==> config.mk <==
export PLATFORM = sky130hd
export DESIGN_NAME = mem_arbiter_ctrl
export DESIGN_NICKNAME = d
export VERILOG_FILES = /design/src/rtl/cpu_types_pkg.sv /design/src/rtl/mem_arb_picker.sv /design/src/rtl/mem_arbiter_ctrl.sv
export SDC_FILE = /design/constraint.sdc
export NUM_CORES = 1
export LEC_CHECK = 0
export ABC_AREA = 1
export CAP_MARGIN = 20
export CORE_UTILIZATION = 46
export CTS_CLUSTER_DIAMETER = 200
export DETAILED_ROUTE_END_ITERATION = 16
export PLACE_DENSITY = 0.86
export SLEW_MARGIN = 25
export SYNTH_ARGS = -nofsm -noshare
export SYNTH_HDL_FRONTEND = slang
export SYNTH_SLANG_ARGS = --single-unit
export TNS_END_PERCENT = 100
==> constraint.sdc <==
create_clock -name CLK -period 4 [get_ports CLK]
set_clock_uncertainty 0.1 [all_clocks]
set_input_delay 0.8 -clock CLK [delete_from_list [all_inputs] [get_ports CLK]]
set_output_delay 0.8 -clock CLK [all_outputs]
set_load 0.02 [all_outputs]
==> src/rtl/cpu_types_pkg.sv <==
// Shared CPU-side types: RAM handshake state, arbiter FSM state and arbiter defaults.
package cpu_types_pkg;
  localparam int WORD_W = 32;
  typedef logic [WORD_W-1:0] word_t;

  typedef enum logic [1:0] {FREE, BUSY, ACCESS, ERROR} ramstate_t;
  typedef enum logic [2:0] {IDLE, GRANT_I, GRANT_D, RETRY, RESP} arbstate_t;

  localparam int STARVE_MAX_DEF = 4;
  localparam int MAX_RETRY_DEF  = 3;
endpackage

==> src/rtl/mem_arb_picker.sv <==
// Grant selection for IDLE: data first, unless fetch has waited STARVE_MAX data grants.
module mem_arb_picker import cpu_types_pkg::*; #(
  parameter int STARVE_MAX = STARVE_MAX_DEF
) (
  input  logic CLK,
  input  logic nRST,
  input  logic i_idle,
  input  logic i_iren,
  input  logic i_dren,
  input  logic i_dwen,
  output logic o_pick_d,
  output logic o_pick_i
);
  localparam int CW = $clog2(STARVE_MAX + 1);

  logic [CW-1:0] r_starve_cnt;
  logic          w_force_i;

  assign w_force_i = i_iren && (r_starve_cnt == CW'(STARVE_MAX));
  assign o_pick_d  = (i_dren || i_dwen) && !w_force_i;
  assign o_pick_i  = !o_pick_d && i_iren;

  // Counter only moves on an actual grant; it saturates naturally since a full count forces fetch.
  always_ff @(posedge CLK or negedge nRST) begin
    if (!nRST) begin
      r_starve_cnt <= '0;
    end else if (i_idle) begin
      if (o_pick_d)      r_starve_cnt <= i_iren ? r_starve_cnt + 1'b1 : '0;
      else if (o_pick_i) r_starve_cnt <= '0;
    end
  end
endmodule

==> src/rtl/mem_arbiter_ctrl.sv <==
// Registered fetch/data arbiter in front of the single-ported RAM, with bounded ERROR retry.
module mem_arbiter_ctrl import cpu_types_pkg::*; #(
  parameter int WORD_W     = 32,
  parameter int STARVE_MAX = STARVE_MAX_DEF,
  parameter int MAX_RETRY  = MAX_RETRY_DEF
) (
  input  logic              CLK,
  input  logic              nRST,
  input  logic              iREN,
  input  logic [WORD_W-1:0] iaddr,
  output logic              iwait,
  output logic [WORD_W-1:0] iload,
  input  logic              dREN,
  input  logic              dWEN,
  input  logic [WORD_W-1:0] daddr,
  input  logic [WORD_W-1:0] dstore,
  output logic              dwait,
  output logic [WORD_W-1:0] dload,
  output logic              ramREN,
  output logic              ramWEN,
  output logic [WORD_W-1:0] ramaddr,
  output logic [WORD_W-1:0] ramstore,
  input  logic [WORD_W-1:0] ramload,
  input  ramstate_t         ramstate,
  output logic              fault
);
  localparam int RW = $clog2(MAX_RETRY + 1);

  arbstate_t         r_state, w_next;
  logic              w_pick_d, w_pick_i, w_can_retry;
  logic              r_gnt_i, r_wr;
  logic [WORD_W-1:0] r_addr, r_store;
  logic [RW-1:0]     r_retry;

  mem_arb_picker #(.STARVE_MAX(STARVE_MAX)) u_picker (
    .CLK     (CLK),
    .nRST    (nRST),
    .i_idle  (r_state == IDLE),
    .i_iren  (iREN),
    .i_dren  (dREN),
    .i_dwen  (dWEN),
    .o_pick_d(w_pick_d),
    .o_pick_i(w_pick_i)
  );

  assign w_can_retry = r_retry < RW'(MAX_RETRY);
  assign ramaddr     = r_addr;
  assign ramstore    = r_store;

  always_ff @(posedge CLK or negedge nRST) begin
    if (!nRST) r_state <= IDLE;
    else       r_state <= w_next;
  end

  always_comb begin
    w_next = r_state;
    case (r_state)
      IDLE: begin
        if (w_pick_d)      w_next = GRANT_D;
        else if (w_pick_i) w_next = GRANT_I;
      end
      GRANT_I, GRANT_D: begin
        if (ramstate == ACCESS)     w_next = RESP;
        else if (ramstate == ERROR) w_next = w_can_retry ? RETRY : RESP;
      end
      RETRY:   w_next = r_gnt_i ? GRANT_I : GRANT_D;
      RESP:    w_next = IDLE;
      default: w_next = IDLE;
    endcase
  end

  always_comb begin
    ramREN = 1'b0;
    ramWEN = 1'b0;
    iwait  = 1'b1;
    dwait  = 1'b1;
    case (r_state)
      GRANT_I: ramREN = 1'b1;
      GRANT_D: begin
        ramREN = !r_wr;
        ramWEN = r_wr;
      end
      RESP: begin
        if (r_gnt_i) iwait = 1'b0;
        else         dwait = 1'b0;
      end
      default: ;
    endcase
  end

  // Operand latch, load capture, retry budget and sticky fault.
  always_ff @(posedge CLK or negedge nRST) begin
    if (!nRST) begin
      r_gnt_i <= 1'b0;
      r_wr    <= 1'b0;
      r_addr  <= '0;
      r_store <= '0;
      r_retry <= '0;
      iload   <= '0;
      dload   <= '0;
      fault   <= 1'b0;
    end else begin
      case (r_state)
        IDLE: begin
          if (w_pick_d) begin
            r_gnt_i <= 1'b0;
            r_wr    <= dWEN;
            r_addr  <= daddr;
            r_store <= dstore;
          end else if (w_pick_i) begin
            r_gnt_i <= 1'b1;
            r_wr    <= 1'b0;
            r_addr  <= iaddr;
          end
        end
        GRANT_I, GRANT_D: begin
          if (ramstate == ACCESS) begin
            r_retry <= '0;
            if (!r_wr) begin
              if (r_gnt_i) iload <= ramload;
              else         dload <= ramload;
            end
          end else if (ramstate == ERROR) begin
            if (w_can_retry) begin
              r_retry <= r_retry + 1'b1;
            end else begin
              r_retry <= '0;
              fault   <= 1'b1;
              if (r_gnt_i) iload <= '0;
              else         dload <= '0;
            end
          end
        end
        default: ;
      endcase
    end
  end
endmodule

# [Word level (Yosys, flattened, before mapping)]
# Index checks and enable logic that the tools add are counted.
[classes] multipliers=0 muxes=37 addsub=2 div_mod_pow=0 order_cmp=1 bitwise=2 n_reduce_logical=18 eq_ne=15 n_shift=0
[ops] operator="$mux W32" count=14
[ops] operator="$mux W3" count=8
[ops] operator="$reduce_and A6 Y1" count=2
[ops] operator="$ne A2 B2 Y1 const B" count=5
[ops] operator="$mux W1" count=9
[ops] operator="$pmux W3 S3" count=1
[ops] operator="$mux W2" count=4
[ops] operator="$reduce_and A2 Y1" count=4
[ops] operator="$eq A3 B2 Y1 const B" count=2
[ops] operator="$eq A3 B3 Y1 const B" count=2
[ops] operator="$ne A3 B3 Y1 const B" count=2
[ops] operator="$eq A2 B2 Y1 const B" count=2
[ops] operator="$reduce_and A4 Y1" count=1
[ops] operator="$reduce_bool A2 Y1" count=2
[ops] operator="$add A3 B1 Y3 const B" count=1
[ops] operator="$eq A3 B1 Y1 const B" count=1
[ops] operator="$logic_and A1 B1 Y1" count=3
[ops] operator="$logic_not A1 Y1" count=3
[ops] operator="$logic_not A3 Y1" count=1
[ops] operator="$add A2 B1 Y2 const B" count=1
[ops] operator="$lt A2 B2 Y1 const B" count=1
[ops] operator="$ne A2 B1 Y1 const B" count=1
[ops] operator="$not A1 Y1" count=2
[ops] operator="$pmux W1 S2" count=1
[ops] operator="2 further kinds" count=2
[word_totals] n_memories=0 regBits=139 mem_bits_ro=0 ram_bits=0 latchBits=0 elab_cells=85 output_inout_bits=133 inputBits=135

# [Depth between registers and ports, before layout]
# Gate-level depths: netlist of the first run.
[depth] ltp_word=9 mapped_depth=10

# [By module]
# From an unflattened synthesis of the first run, not the netlist that was laid out.
[hier_totals] cells_unflattened=759 hier_area_um2=6292.3
[modules_own_cells] mod="mem_arbiter_ctrl" cells_per_inst=725 seq_area_each_um2=3403.3 area_each_um2=6070.8 instances=1
[modules_own_cells] mod="mem_arb_picker" cells_per_inst=34 seq_area_each_um2=75.1 area_each_um2=221.5 instances=1

# [Worst setup path before layout of the first run]
# Ideal clock, no wire load.
[synth_path] kind="register to output" start="register r_state[0]" end="output ramREN" required_time_ns=3.100 stages_incl_launch_ff=4 slack_ns=2.017 arrival_time_ns=1.083 path_buffers=0 cell_sequence="dfrtp_1 > inv_2 > nand3_2 > o21ai_0"
[synth_via] elab_chain_cells=2
[synth_rtl] item="start, declared" line="mem_arbiter_ctrl.sv:29" text="arbstate_t r_state, w_next;"
[synth_rtl] item="start signal, assigned" line="mem_arbiter_ctrl.sv:52" text="else r_state <= w_next;"
[synth_rtl] item="$eq A3 B2 Y1 / $eq A3 B1 Y1 (equally long branches)" line="mem_arbiter_ctrl.sv:77" text="case (r_state)"
[synth_rtl] item="$pmux W1 S2 (*)" line="mem_arbiter_ctrl.sv:77"
[synth_rtl] item="end, declared" line="mem_arbiter_ctrl.sv:19" text="output logic ramREN,"
# Every way passes the cells marked *; elsewhere a longest branch is shown, timed or not.

# [Final worst setup path of the first run]
[layout_path] start="register r_state[2]" end="output ramREN"
# Same word-level chain as after synthesis.

==> results of run 1 <==
==> cell families after synthesis <==
group / after synthesis / share of synthesized area, %
xor+xnor: 1 / 0.141
simple gates: 433 / 30.1
flops: 139 / 56.2
fa+ha+maj: 3 / 0.606
buf+inv: 97 / 6.95
compound gates: 74 / 6.02
==> power breakdown <==
group	internal [mW]	switching, mW	total, mW
combinational	1.41	1.99	3.39
sequential	1.97	0.337	2.31
clock	1.02	0.565	1.59
==> area by class of cell <==
class	instances	area (µm²)	area share (%)
clock buffers	24	482	5.06
clock inverters	7	114	1.20
inverters	50	188	1.97
multi-input cells	511	2290	24.0
flip-flops and latches	139	3480	36.6
well taps	176	220	2.31
repair buffers	277	2750	28.9
==> worst max-delay path by stage <==
stage | startpoint | to | cells after the start
2_1_floorplan | r_state[0] | ramREN | 3
3_3_place_gp | ramstate[1] | dload[2] | 7
3_5_place_dp | ramstate[1] | iload[5] | 7
4_1_cts | r_state[0] | ramREN | 4
5_1_grt | ramstate[1] | dload[20] | 7
6_report | r_state[2] | ramREN | 4
==> critical path, stage by stage, from the launching register on <==
cell and delay, ps:
dfrtp_1 410, inv_2 130, nand3_2 110, o21ai_0 170, clkdlybuf4s50_1 640
==> Yosys cell counts <==
master / count
nor2_4: 1
dfrtp_1: 139
ha_1: 3
nand2_1: 275
nand3b_1: 1
inv_1: 38
o21ai_1: 59
nand3_1: 8
xor2_1: 1
o21ai_0: 12
clkbuf_1: 6
buf_1: 2
nor2_2: 4
nor2_1: 69
nand3_4: 1
inv_2: 12
buf_2: 32
nand3_2: 3
nand2_2: 3
buf_4: 7
nand4_1: 68
o22ai_1: 2
a21oi_1: 1
==> state kept, by name, summed over array words and instances (netlist names), 2 cells and up <==
name	count
r_retry	2
dload	32
u_picker.r_starve_cnt	3
ramstore	32
ramaddr	32
r_state	3
iload	32
==> per-layer routing <==
layer / part of all wire, % / wire length (µm) / up-vias
met1: 38 / 7040 / 2828
met2: 50 / 9220 / 261
met4: 3.5 / 649 / 0
li1: - / - / 2900
met5: 0 / 0 / -
met3: 7.6 / 1390 / 42
==> impl_metrics.csv, run 1 <==
group,metric,value,unit
timing,post-route-period-util,69.4,%
route,first_pass_iters,5,
cells_and_area,syn2layout_area_growth,53.6,%
route,vias,6031,
logic_synthesis,syn_inst,747,
flow_run,maxCapViolations,0,
logic_synthesis,yosys.area.top_type,"dfrtp_1",
die,core_area,13200,µm²
power,power,7.29,mW
grt,grt_pass1_wl,29700,µm
grt,grt_busiest_layer,"met2",
worst_setup_path,r2r_slack,1790,ps
clocking,clock_path_buffers,2,
placed_design,placed_area,8920,µm²
power,powerDensity,766,nW/µm²
grt,grt_usage,27.3,%
placed_design,pre_cts_slack,864,ps
die,pin_count,268,
logic_synthesis,ys_ff_latch,139,
power,leakagePower,4.62,nW
grt,grt_pass1_vias,6015,
clocking,clk_latency,410,ps
grt,grt_overflow,0,
cells_and_area,layout_common_cells,"nand2_1 (275), clkdlybuf4s50_1 (266), dfrtp_1 (139)",
timing,tns,0,ps
placed_design,gp_congestion,0.843,
worst_setup_path,crit_required,3100,ps
timing,fin_crit,2780,ps
logic_synthesis,syn_area,6190,µm²
clocking,postCtsSetupRepairBufs,0,
route,drc_errors,0,
clocking,clockRootBuffer,"clkbuf_16",
logic_synthesis,syn_nets,885,
timing,worstMarginPinSlew,753,ps
route,wl,18300,µm
cells_and_area,final_common_cell,"nand2_1",
grt,antenna_found_initial,0,
worst_setup_path,r2r_start,"r_wr",
outcome,status,"finished, final reports clean",
clocking,cts.reportedPaths.clkPinSlew,60,ps
clocking,holdBufCountCts,0,
placed_design,placed_cells,1153,
worst_setup_path,reg2reg_depth,7,
cells_and_area,design_area,9520,µm²
die,start_util,47.0,%
grt,met3_usage,8.14,%
placed_design,portBuffers,267,
clocking,cts_resized,0,
grt,grt_use_met2,46.2,%
timing,fmax,0.360,GHz
cells_and_area,layout-drive-gt1-share,6.15,%
timing,maxSlewViolCount,0,
clocking,cts_tree,"yes",
timing,hold_viol_final,0,
power,vdd_drop_max,0.442,mV
grt,grt_start_max_net_pins,84,
logic_synthesis,synth_top_area_share,56.2,%
logic_synthesis,ys_warn_count,0,
grt,grt_util_met1,31.6,%
die,die_width,118,µm
timing,holdWs,309,ps
logic_synthesis,yosysUniqueCellTypes,23,
die,die_h,118,µm
placed_design,dp_hpwl,12700,µm
route,post_drt_via_cell_ratio,5.09,
worst_setup_path,critPathKind,"flip-flop to primary output",
logic_synthesis,synth_seq_area_share,56.2,%
cells_and_area,final_util,72.1,%
die,rows,42,
clocking,cts_max_level,4,
clocking,cts_buffers,17,
worst_setup_path,cp-end-kind,"primary output",
logic_synthesis,synthTopCellsByArea,"dfrtp_1 (56%), nand2_1 (17%), nand4_1 (6.9%)",
clocking,cts.sinks,139,
worst_setup_path,startpoint_type,"flip-flop",
route,post_drt_wl_per_cell,15.5,µm
timing,maxSlewHeadroom,49.8,%
route,drt_iter0_drc,489,
die,dieArea,13900,µm²
worst_setup_path,cp_data_arrival_time,1880,ps
worst_setup_path,r2r-end,"dload[4]",
timing,fin_ws,1220,ps
cells_and_area,n_fill_cell,971,
min_path,hp-class,"input port to asynchronous set/reset pin",
logic_synthesis,syn_area_per_cell,8.29,µm²
cells_and_area,fin_cells,1184,
worst_setup_path,cp_max_fo,5,
route,ant_nets,0,
timing,final-setup-viol-count,0,
timing,rsz0062_at_grt,"false",
cells_and_area,antenna_cells,0,
cells_and_area,nNetsFinal,1134,
(Power assumes the default switching activity.)
==> run 2, diff against run 1 <==
--- a/config.mk
+++ b/config.mk
@@ -7,10 +7,10 @@
 export LEC_CHECK = 0
 export ABC_AREA = 1
 export CAP_MARGIN = 20
-export CORE_UTILIZATION = 46
+export CORE_UTILIZATION = 43
 export CTS_CLUSTER_DIAMETER = 200
 export DETAILED_ROUTE_END_ITERATION = 16
-export PLACE_DENSITY = 0.86
+export PLACE_DENSITY = 0.81
 export SLEW_MARGIN = 25
 export SYNTH_ARGS = -nofsm -noshare
 export SYNTH_HDL_FRONTEND = slang
==> constraint.sdc (replaced) <==
create_clock -name CLK -period 2.9 [get_ports CLK]
set_clock_uncertainty 0.1 [all_clocks]
set_input_delay 0.58 -clock CLK [delete_from_list [all_inputs] [get_ports CLK]]
set_output_delay 0.58 -clock CLK [all_outputs]
set_load 0.02 [all_outputs]
==> run 2 against run 1 <==
Clock-buffer cell count down 6. Setup slack worse by 900 ps. Hold slack worse by 250 ps. Sequential share of layout area down 0.51 points.
==> impl_metrics.csv, run 2 (same netlist as run 1, synthesis figures left out) <==
group,metric,value,unit
outcome,status,"finished, final reports clean",
power,powerDensity,1070,nW/µm²
route,vias,6027,
route,first_pass_iters,4,
min_path,hp-class,"input port to asynchronous set/reset pin",
cells_and_area,layout_common_cells,"nand2_1 (275), clkdlybuf4s50_1 (266), dfrtp_1 (139)",
power,vdd_drop_max,0.638,mV
placed_design,dp_hpwl,12700,µm
worst_setup_path,r2r_start,"u_picker.r_starve_cnt[0]",
die,rows,43,
route,wl,18600,µm
die,start_util,44.3,%
worst_setup_path,critPathKind,"flip-flop to primary output",
timing,fmax,0.388,GHz
cells_and_area,design_area,9650,µm²
grt,grt_pass1_wl,29800,µm
worst_setup_path,crit_required,2220,ps
clocking,cts_max_level,4,
clocking,clock_path_buffers,2,
placed_design,portBuffers,267,
route,post_drt_wl_per_cell,15.6,µm
clocking,clockRootBuffer,"clkbuf_16",
clocking,cts.reportedPaths.clkPinSlew,60,ps
timing,maxSlewHeadroom,56.9,%
grt,grt_overflow,0,
clocking,cts_buffers,17,
timing,tns,0,ps
cells_and_area,nNetsFinal,1138,
clocking,cts_tree,"yes",
worst_setup_path,reg2reg_depth,9,
grt,grt_pass1_vias,5941,
die,dieArea,14900,µm²
route,post_drt_via_cell_ratio,5.05,
route,drt_iter0_drc,435,
worst_setup_path,r2r_slack,940,ps
die,die_h,122,µm
die,die_width,122,µm
route,drc_errors,0,
cells_and_area,final_common_cell,"nand2_1",
cells_and_area,antenna_cells,0,
flow_run,maxCapViolations,0,
clocking,postCtsSetupRepairBufs,0,
placed_design,gp_congestion,0.808,
clocking,cts_resized,0,
route,ant_nets,0,
clocking,cts.sinks,139,
timing,maxSlewViolCount,0,
worst_setup_path,cp-end-kind,"primary output",
timing,post-route-period-util,88.9,%
cells_and_area,syn2layout_area_growth,55.8,%
timing,final-setup-viol-count,0,
power,leakagePower,4.67,nW
worst_setup_path,r2r-end,"u_picker.r_starve_cnt[0]",
timing,hold_viol_final,0,
timing,rsz0062_at_grt,"false",
worst_setup_path,startpoint_type,"flip-flop",
power,power,10.3,mW
clocking,holdBufCountCts,0,
placed_design,placed_area,8990,µm²
timing,worstMarginPinSlew,646,ps
die,pin_count,268,
grt,grt_start_max_net_pins,69,
cells_and_area,n_fill_cell,1115,
grt,antenna_found_initial,0,
die,core_area,14000,µm²
cells_and_area,layout-drive-gt1-share,7.01,%
worst_setup_path,cp_data_arrival_time,1900,ps
clocking,clk_latency,420,ps
timing,fin_crit,2580,ps
grt,grt_usage,26.2,%
worst_setup_path,cp_max_fo,5,
[run 2: metrics by stage]
| step | utilization (%) | hold WS, ps | cells | worst slack (ps) |
|---|---|---|---|---|
| finish | 69.0 | 58.9 | 1193 | 321 |
| global route | 69.0 | 99.3 | 1193 | 234 |
| CTS | 69.0 | 80.7 | 1193 | 287 |
| detailed placement | 64.3 | 358 | 1161 | 400 |
| global placement | 64.3 | 353 | 1161 | 399 |
| floorplan | - | 184 | 747 | 1140 |
[run 2: power by group]
group,switching [mW],total (mW),internal [mW],leakage (nW)
sequential,0.466,3.18,2.72,1.80
clock,0.857,2.41,1.55,0.316
combinational,2.75,4.73,1.98,2.56
total,4.08,10.3,6.25,4.67
[run 2: worst max path at each step]
stage,from,end,cells past startpoint
6_report,r_state[2],ramREN,4
5_1_grt,r_state[0],ramREN,4
4_1_cts,r_state[2],ramREN,4
3_5_place_dp,dREN,u_picker.r_starve_cnt[0],9
3_3_place_gp,dREN,u_picker.r_starve_cnt[1],9
2_1_floorplan,r_state[0],ramREN,3
[run 2: critical path: stages (launching register included)]
cell	delay, ps
dfrtp_1	410
inv_2	130
nand3_2	110
o21ai_0	170
clkdlybuf4s50_1	650
[run 2: cell type report]
type | count | area [µm²] | area share [%]
clock buffers | 18 | 439 | 4.55
clock inverters | 14 | 219 | 2.27
repair buffers | 281 | 2820 | 29.2
well taps | 180 | 225 | 2.33
multi-input cells | 511 | 2290 | 23.7
inverters | 50 | 188 | 1.94
flip-flops and latches | 139 | 3480 | 36.0
[run 2: routing by layer]
layer | vias to the layer above | share of wire, % | GRT usage [%]
met4 | 0 | 1.9 | 8.80
li1 | 2912 | - | -
met2 | 238 | 49 | 44.0
met3 | 29 | 8.7 | 9.27
met5 | - | 0 | 0
met1 | 2848 | 40 | 31.0
==> run 3, diff against run 2 <==
--- a/config.mk
+++ b/config.mk
@@ -11,6 +11,7 @@
 export CTS_CLUSTER_DIAMETER = 200
 export DETAILED_ROUTE_END_ITERATION = 16
 export PLACE_DENSITY = 0.81
+export SKIP_LAST_GASP = 1
 export SLEW_MARGIN = 25
 export SYNTH_ARGS = -nofsm -noshare
 export SYNTH_HDL_FRONTEND = slang
==> results of run 3 <==
Final layout, timing and power as in run 2 (identical DEF).
